<file path="config.mk">
export PLATFORM = sky130hd
export DESIGN_NAME = fifo_consumer
export DESIGN_NICKNAME = d
export VERILOG_FILES = /design/src/rtl/fifo_consumer.sv
export SDC_FILE = /design/constraint.sdc
export NUM_CORES = 1
export LEC_CHECK = 0
export CELL_PAD_IN_SITES_DETAIL_PLACEMENT = 0
export CELL_PAD_IN_SITES_GLOBAL_PLACEMENT = 1
export CORE_ASPECT_RATIO = 0.6
export CORE_MARGIN = 1.5
export CORE_UTILIZATION = 33
export CTS_CLUSTER_SIZE = 12
export DETAILED_ROUTE_END_ITERATION = 10
export GPL_ROUTABILITY_DRIVEN = 0
export MAX_ROUTING_LAYER = met4
export PLACE_DENSITY = 0.91
export SLEW_MARGIN = 20
export SYNTH_ARGS = -nofsm -noshare
export SYNTH_HDL_FRONTEND = slang
export SYNTH_SLANG_ARGS = --single-unit
</file>
<file path="constraint.sdc">
create_clock -name clk -period 8.9 [get_ports clk]
set_clock_uncertainty 0.05 [all_clocks]
set_input_delay 1.335 -clock clk [delete_from_list [all_inputs] [get_ports clk]]
set_output_delay 1.335 -clock clk [all_outputs]
set_load 0.1 [all_outputs]
</file>
<file path="src/rtl/fifo_consumer.sv">
// Burst drain engine: pops a programmed number of words from the FIFO and writes them to consecutive SRAM addresses.
// Latency: start -> WAIT next cycle; BURST one cycle later when the FIFO holds a full chunk; first SRAM write one cycle after the first pop.
// Backpressure: waits in WAIT until fifo_count covers the whole next chunk, so a burst never underflows; the SRAM side never stalls.
module fifo_consumer #(
    parameter int DATA_W    = 32,
    parameter int ADDR_W    = 16,
    parameter int LEN_W     = 16,
    parameter int CNT_W     = 6,
    parameter int BURST_LEN = 8
) (
    input  logic              clk,
    input  logic              rst,
    input  logic              start,
    input  logic [ADDR_W-1:0] base_addr,
    input  logic [LEN_W-1:0]  total_len,
    output logic              busy,
    output logic              done,
    input  logic [CNT_W-1:0]  fifo_count,
    output logic              fifo_rd_en,
    input  logic [DATA_W-1:0] fifo_rd_data,
    output logic              mem_wen,
    output logic [ADDR_W-1:0] mem_addr,
    output logic [DATA_W-1:0] mem_wdata
);

    // Comparison width wide enough for both the remaining length and the FIFO count.
    localparam int CMP_W = (LEN_W > CNT_W) ? LEN_W : CNT_W;
    localparam logic [CMP_W-1:0] BURST_MAX = CMP_W'(BURST_LEN);

    typedef enum logic [5:0] {
        S_IDLE   = 6'b000001,
        S_WAIT   = 6'b000010,
        S_BURST  = 6'b000100,
        S_BDONE  = 6'b001000,
        S_BNDONE = 6'b010000,
        S_DONE   = 6'b100000
    } state_t;

    state_t            state;
    state_t            state_nxt;
    logic [LEN_W-1:0]  remaining;
    logic [CNT_W-1:0]  beat_cnt;
    logic [ADDR_W-1:0] wr_ptr;
    logic              wen_q;
    logic [CMP_W-1:0]  remaining_ext;
    logic [CMP_W-1:0]  count_ext;
    logic [CMP_W-1:0]  chunk;
    logic              chunk_ready;

    // Size of the next burst and whether the FIFO already holds all of it.
    always_comb begin
        remaining_ext = CMP_W'(remaining);
        count_ext     = CMP_W'(fifo_count);
        chunk         = (remaining_ext < BURST_MAX) ? remaining_ext : BURST_MAX;
        chunk_ready   = (count_ext >= chunk);
    end

    // State register.
    always_ff @(posedge clk or posedge rst) begin
        if (rst) begin
            state <= S_IDLE;
        end else begin
            state <= state_nxt;
        end
    end

    // Next-state logic and state-decoded control outputs.
    always_comb begin
        state_nxt  = state;
        fifo_rd_en = 1'b0;
        busy       = 1'b1;
        done       = 1'b0;
        case (state)
            S_IDLE: begin
                busy = 1'b0;
                if (start) begin
                    state_nxt = (total_len == '0) ? S_DONE : S_WAIT;
                end
            end
            S_WAIT: begin
                if (chunk_ready) begin
                    state_nxt = S_BURST;
                end
            end
            S_BURST: begin
                fifo_rd_en = 1'b1;
                if (beat_cnt == CNT_W'(1)) begin
                    state_nxt = S_BDONE;
                end
            end
            S_BDONE: begin
                state_nxt = (remaining == '0) ? S_DONE : S_BNDONE;
            end
            S_BNDONE: begin
                state_nxt = S_WAIT;
            end
            S_DONE: begin
                done      = 1'b1;
                state_nxt = S_IDLE;
            end
            default: begin
                state_nxt = S_IDLE;
            end
        endcase
    end

    // Counters, write pointer and the one-cycle delayed write strobe matching the FIFO read latency.
    always_ff @(posedge clk or posedge rst) begin
        if (rst) begin
            remaining <= '0;
            beat_cnt  <= '0;
            wr_ptr    <= '0;
            wen_q     <= 1'b0;
        end else begin
            wen_q <= fifo_rd_en;
            if (wen_q) begin
                wr_ptr <= wr_ptr + ADDR_W'(1);
            end
            case (state)
                S_IDLE: begin
                    if (start) begin
                        wr_ptr    <= base_addr;
                        remaining <= total_len;
                    end
                end
                S_WAIT: begin
                    if (chunk_ready) begin
                        beat_cnt <= chunk[CNT_W-1:0];
                    end
                end
                S_BURST: begin
                    beat_cnt  <= beat_cnt - CNT_W'(1);
                    remaining <= remaining - LEN_W'(1);
                end
                default: begin
                end
            endcase
        end
    end

    // Write data is only presented while the strobe is up so the bus idles at zero.
    assign mem_wen   = wen_q;
    assign mem_addr  = wr_ptr;
    assign mem_wdata = wen_q ? fifo_rd_data : '0;

endmodule

</file>
==> flow_summary_export.csv, run 1 <==
group,metric,value,unit
run_status,status,"complete, no violations",
synthesis,syn_avg_cell_area,8.40,sq um
floorplanning,ioPinCount,125,
power,ir_drop,0.172,mV
routing,via_per_inst,5.21,
worst_hold_path,worstHoldStart,"remaining[6]",
critical_path,r2r_slack,5.62,ns
final_layout,antenna_cells,0,
clock_network,cts_tree,"built",
critical_path,r2r_cells,8,
clock_network,cts_root_buffer,"clkbuf_16",
clock_network,clock_latency,0.28,ns
clock_network,cts_setup_buffers,0,
clock_network,htree_levels,2,
routing,first_iter_violations,180,
critical_path,start_kind,"input port",
run,max_cap_violations,0,
routing,wire_per_inst,15.4,um
floorplanning,die_area,9480,sq um
power,p_leak,1.75,nW
floorplanning,rows,26,
placed_design,dp_hpwl,6850,um
critical_path,crit_path_end_kind,"output pin",
timing,hold_viol,0,
timing,finalSetupViolCount,0,
timing,fmax,0.223,GHz
clock_network,clockBufferDepth,2,
placed_design,port_buffers,124,
clock_network,clock-sinks,45,
global_route,grt_pass1_wl,15000,um
placed_design,place_ws,4.41,ns
floorplanning,core_area,8560,sq um
routing,antenna_left,0,
timing,finalMaxSlewViolations,0,
synthesis,async_flop_share,100,%
timing,period_needed,4.49,ns
timing,finalWorstSetupSlack,4.41,ns
global_route,grt_usage,20.0,%
global_route,antenna_found_initial,0,
global_route,grt_max_degree,46,
worst_hold_path,min_path_type,"reg -> reg",
critical_path,cp.arrival,3.11,ns
synthesis,synth-edff-count,0,
global_route,grtUsageMet2,32.1,%
final_layout,ff_latch_area,1130,sq um
clock_network,cts_hold_buf,0,
critical_path,r2r-start,"remaining[3]",
timing,rsz0062_at_grt,"no",
final_layout,multiInputGateArea,1700,sq um
synthesis,synth.area.top_cells,"dfrtp_1 (38%), and2_1 (6.8%), nand2_1 (4.7%)",
final_layout,syn_to_final_growth,52.8,%
global_route,grt_pass1_vias,2862,
synthesis,synth_most_common_cell,"dfrtp_1",
global_route,met3_usage,3.23,%
routing,drc,0,
synthesis,yosys.area.top_type_share,37.6,%
synthesis,ys.flop_type,"dfrtp_1",
floorplanning,fp.dieH,76.0,um
synthesis,syn_area,2930,sq um
critical_path,critPathKind,"in -> out",
routing,first_pass_iters,4,
placed_design,placed_cell_area,4290,sq um
timing,worstMarginPinSlew,1.05,ns
global_route,busiest_layer,"met2",
global_route,gr-total-overflow,0,
clock_network,clk_pin_slew,0.06,ns
critical_path,path_max_fanout,1,
synthesis,yosys.area.top_type,"dfrtp_1",
clock_network,cts_resized,0,
timing,slew_headroom,29.8,%
worst_hold_path,min_to,"remaining[6]",
routing,wl,9000,um
timing,whs,0.450,ns
global_route,use_met1,27.0,%
worst_hold_path,worstHoldPathCells,1,
floorplanning,die-width,125,um
clock_network,cts-buffers-inserted,5,
final_layout,drive_above_1_share,4.67,%
synthesis,synth-seq-cells,45,
synthesis,ys_seq_area_share,38.5,%
power,p_per_area,314,nW/um^2
floorplanning,start_util,34.3,%
final_layout,instances_no_fill,583,
synthesis,yosys-top-cells-count,"dfrtp_1 (44), nand2_1 (37), nor2_1 (34)",
routing,vias,3037,
timing,finalSetupTns,0,ns
critical_path,worstReg2RegEnd,"beat_cnt[3]",
synthesis,yosysWarnings,0,
final_layout,n_fill_cell,783,
critical_path,cp_data_required_time,7.52,ns
final_layout,stdcell_area,4480,sq um
placed_design,dp.cells,575,
synthesis,synth.distinct_cells,53,
timing,timing.final.crit_share,50.5,%
synthesis,postSynthCellCount,349,
final_layout,finish.net_count,553,
-- logic make-up (layout without fill, tap and decap cells) --
family	count (synthesis)	count (layout)	share of synthesized area (%)
fa+ha+maj	10	10	4.27
simple gates	176	176	32.3
flops	45	45	38.5
compound gates	72	72	15.8
mux	2	2	0.726
xor+xnor	16	16	4.78
other cells	1	2	0.128
buf+inv	27	148	3.54
-- cell type report --
cell class              instances  area share (%)
well taps                     112            3.13
clock inverters                 3            1.45
flip-flops and latches         45            25.2
inverters                      12            1.01
clock buffers                   5            2.79
multi-input cells             278            38.1
repair buffers                128            28.4
-- metal layers --
layer  routed length, um  vias to the layer above
li1                    -                     1501
met1                4250                     1422
met2                4220                      110
met3                 461                        4
met4                  61                        0
met5                   0                        -
-- cell usage in the layout (no fill, tap or decap), types with 2 or more instances in the layout --
cell,instances
clkdlybuf4s50_1,124
dfrtp_1,44
nand2_1,37
nor2_1,34
and2_1,32
o21ai_0,25
nor3_1,13
nor4_1,11
a21oi_1,11
inv_1,11
xor2_1,11
ha_1,10
a211oi_1,7
nand4_1,7
and3_1,6
nand3_1,6
nand4b_1,5
a311oi_1,5
a31oi_1,5
xnor2_1,5
clkbuf_16,5
or4_1,4
or3_1,4
nand2b_1,4
o211ai_1,4
buf_4,4
or2_2,2
o21ai_1,2
o221a_2,2
nand3b_1,2
o22ai_1,2
a211o_1,2
conb_1,2
bufinv_16,2
-- worst max-delay path by stage --
| stage | to | startpoint |
|---|---|---|
| 3_5_place_dp | mem_wdata[8] | fifo_rd_data[8] |
| 2_1_floorplan | mem_wdata[10] | mem_wen |
| 5_1_grt | mem_wdata[8] | fifo_rd_data[8] |
| 3_3_place_gp | mem_wdata[31] | fifo_rd_data[31] |
| 4_1_cts | mem_wdata[8] | fifo_rd_data[8] |
| 6_report | mem_wdata[3] | fifo_rd_data[3] |
-- through the flow --
stage               util, %  power [mW]
floorplan                 -       0.961
global route           52.3        1.49
finish                 52.3        1.40
detailed placement     50.1        1.17
global placement       50.1        1.15
CTS                    52.3        1.41
-- worst max-delay path, cell delays in order --
cell and delay, ns:
clkdlybuf4s50_1 0.46, and2_1 0.12, clkdlybuf4s50_1 1.18
-- sequential cells by signal, indices dropped and copies added, names as in the netlist --
name	count
remaining	16
mem_wen	1
mem_addr	16
state	6
beat_cnt	6
-- where the power goes --
group	switching (mW)	internal (mW)	leakage [nW]	total (mW)
Combinational	0.524	0.229	1.11	0.753
Sequential	0.117	0.297	0.544	0.414
Clock	0.0777	0.160	0.0938	0.238
Total	0.718	0.686	1.75	1.40
(Power assumes the default switching activity.)
==> inputs of run 2 (changes only) <==
Settings changed: CORE_UTILIZATION 33 to 31, PLACE_DENSITY 0.91 to 0.87.
Clock period 8.9 ns to 4.6 ns, I/O delays scaled along.
==> flow_summary_export.csv, run 2 (same netlist as run 1, synthesis figures left out) <==
group,metric,value,unit
final_layout,layout_commonest_cell,"clkdlybuf4s50_1",
critical_path,cp_num_buf_inv,0,
timing,rsz0062_at_grt,"no",
power,p_per_area,588,nW/um^2
clock_network,cts_root_buffer,"clkbuf_16",
clock_network,clockBufferDepth,2,
floorplanning,core_area,9190,sq um
routing,antenna_left,0,
timing,finalSetupViolCount,0,
global_route,grt_max_degree,46,
clock_network,htree_levels,2,
clock_network,cts_setup_buffers,0,
global_route,grt_pass1_vias,2691,
routing,wl_met1,4150,um
global_route,gr-total-overflow,0,
critical_path,crit_top_cell,"nand2_1",
global_route,grt_usage,17.3,%
floorplanning,die_area,10100,sq um
routing,dr_wl_met3,685,um
final_layout,syn_to_final_growth,51.8,%
final_layout,finish.net_count,553,
timing,slew_headroom,31.9,%
critical_path,start_kind,"flop",
timing,period_needed,3.37,ns
timing,fmax,0.297,GHz
clock_network,cts_resized,0,
clock_network,clock_latency,0.28,ns
timing,finalMaxSlewViolations,0,
clock_network,cts_hold_buf,0,
routing,via_per_inst,5.11,
critical_path,crit_path_end_kind,"flop",
placed_design,place_ws,1.21,ns
run,max_cap_violations,0,
worst_hold_path,min_path_type,"reg -> reg",
floorplanning,die-width,129,um
power,p_leak,1.72,nW
critical_path,path_cells,"or4_1 -> nor4_1 -> nand2_1 -> ha_1 -> o211ai_1 -> a21oi_1 -> o21ai_1 -> nand2_1 -> o221a_2",
placed_design,port_buffers,124,
routing,wl,8830,um
routing,highest_layer,"met4",
critical_path,path_max_fanout,7,
critical_path,cp_data_required_time,4.72,ns
critical_path,cp.arrival,3.49,ns
routing,first_pass_iters,5,
clock_network,clk_pin_slew,0.06,ns
floorplanning,start_util,31.9,%
timing,finalSetupTns,0,ns
routing,dr_wl_met2,3930,um
critical_path,cpMaxStageDelayCell,"or4_1",
timing,finalWorstSetupSlack,1.23,ns
clock_network,cts_tree,"built",
routing,vias,3066,
global_route,grt_pass1_wl,13600,um
timing,hold_viol,0,
clock_network,cts-buffers-inserted,5,
critical_path,max_stage_delay,0.65,ns
routing,first_iter_violations,231,
run_status,status,"complete, no violations",
timing,timing.final.crit_share,73.3,%
final_layout,final_cell_mix,"clkdlybuf4s50_1 (123), dfrtp_1 (44), nand2_1 (37)",
placed_design,dp_hpwl,6800,um
routing,wire_per_inst,14.7,um
floorplanning,ioPinCount,125,
timing,worstMarginPinSlew,1.02,ns
critical_path,crit_family,"simple AND/OR/NAND/NOR gates",
critical_path,critPathKind,"reg -> reg",
floorplanning,rows,27,
floorplanning,fp.dieH,78.3,um
global_route,antenna_found_initial,0,
final_layout,drive_above_1_share,4.47,%
clock_network,clock-sinks,45,
routing,drc,0,
final_layout,antenna_cells,0,
power,ir_drop,0.240,mV
[run 2: cell types whose count changed in the layout (fill, tap and decap cells not counted), sizes merged]
cell           previous run  this run
bufinv                    2         0
buf                       4         5
inv                      11        10
clkbuf                    5         7
clkdlybuf4s50           124       123
[run 2: cell type report]
| type | count | area [sq um] |
|---|---|---|
| Clock buffer | 7 | 143 |
| Fill cell | 853 | 4740 |
| Inverter | 12 | 45.0 |
| Multi-Input combinational cell | 278 | 1700 |
| Sequential cell | 45 | 1130 |
| Tap cell | 130 | 163 |
| Timing Repair Buffer | 128 | 1270 |
[run 2: per-stage QoR]
step	std cells	utilization [%]	instance area [sq um]	hold slack, ns	total power [mW]
after detailed placement	593	46.9	4310	0.430	2.26
after floorplan	350	-	2940	0.404	1.86
after CTS	600	48.4	4450	0.441	2.62
after global placement	593	46.9	4310	0.433	2.24
final	600	48.4	4450	0.444	2.62
after global routing	600	48.4	4450	0.462	2.76
[run 2: path summary, 6_finish.rpt]
kind                                     from             to  slack, ns  cells past startpoint
min in group asynchronous                 rst   mem_addr[10]       0.82                      3
worst min register to register  remaining[10]  remaining[10]       0.44                      1
max in group asynchronous                 rst        mem_wen       3.29                      3
worst max-delay path             remaining[7]    beat_cnt[3]       1.23                      9
worst max register to register   remaining[7]    beat_cnt[3]       1.23                      9
worst min-delay path            remaining[10]  remaining[10]       0.44                      1
[run 2: report_power, final]
| group | leakage, nW | switching (mW) | internal [mW] | total (mW) |
|---|---|---|---|---|
| logic | 1.10 | 1.02 | 0.447 | 1.47 |
| clock network | 0.0700 | 0.140 | 0.213 | 0.354 |
| registers | 0.544 | 0.222 | 0.575 | 0.797 |
[run 2: worst reg2reg max path, delay by kind of cell (launching register included)]
kind,cells,cell delay [ns]
AO/OA/AOI/OAI,4,0.86
flip-flops,1,0.40
AND/OR/NAND/NOR,4,1.64
adder cells (fa/ha/maj),1,0.31
[run 2: layer usage]
| metal | GRT usage [%] | vias up |
|---|---|---|
| met5 | - | - |
| met4 | 3.15 | 0 |
| met3 | 3.07 | 6 |
| met2 | 27.0 | 140 |
| met1 | 23.8 | 1422 |
| li1 | - | 1498 |
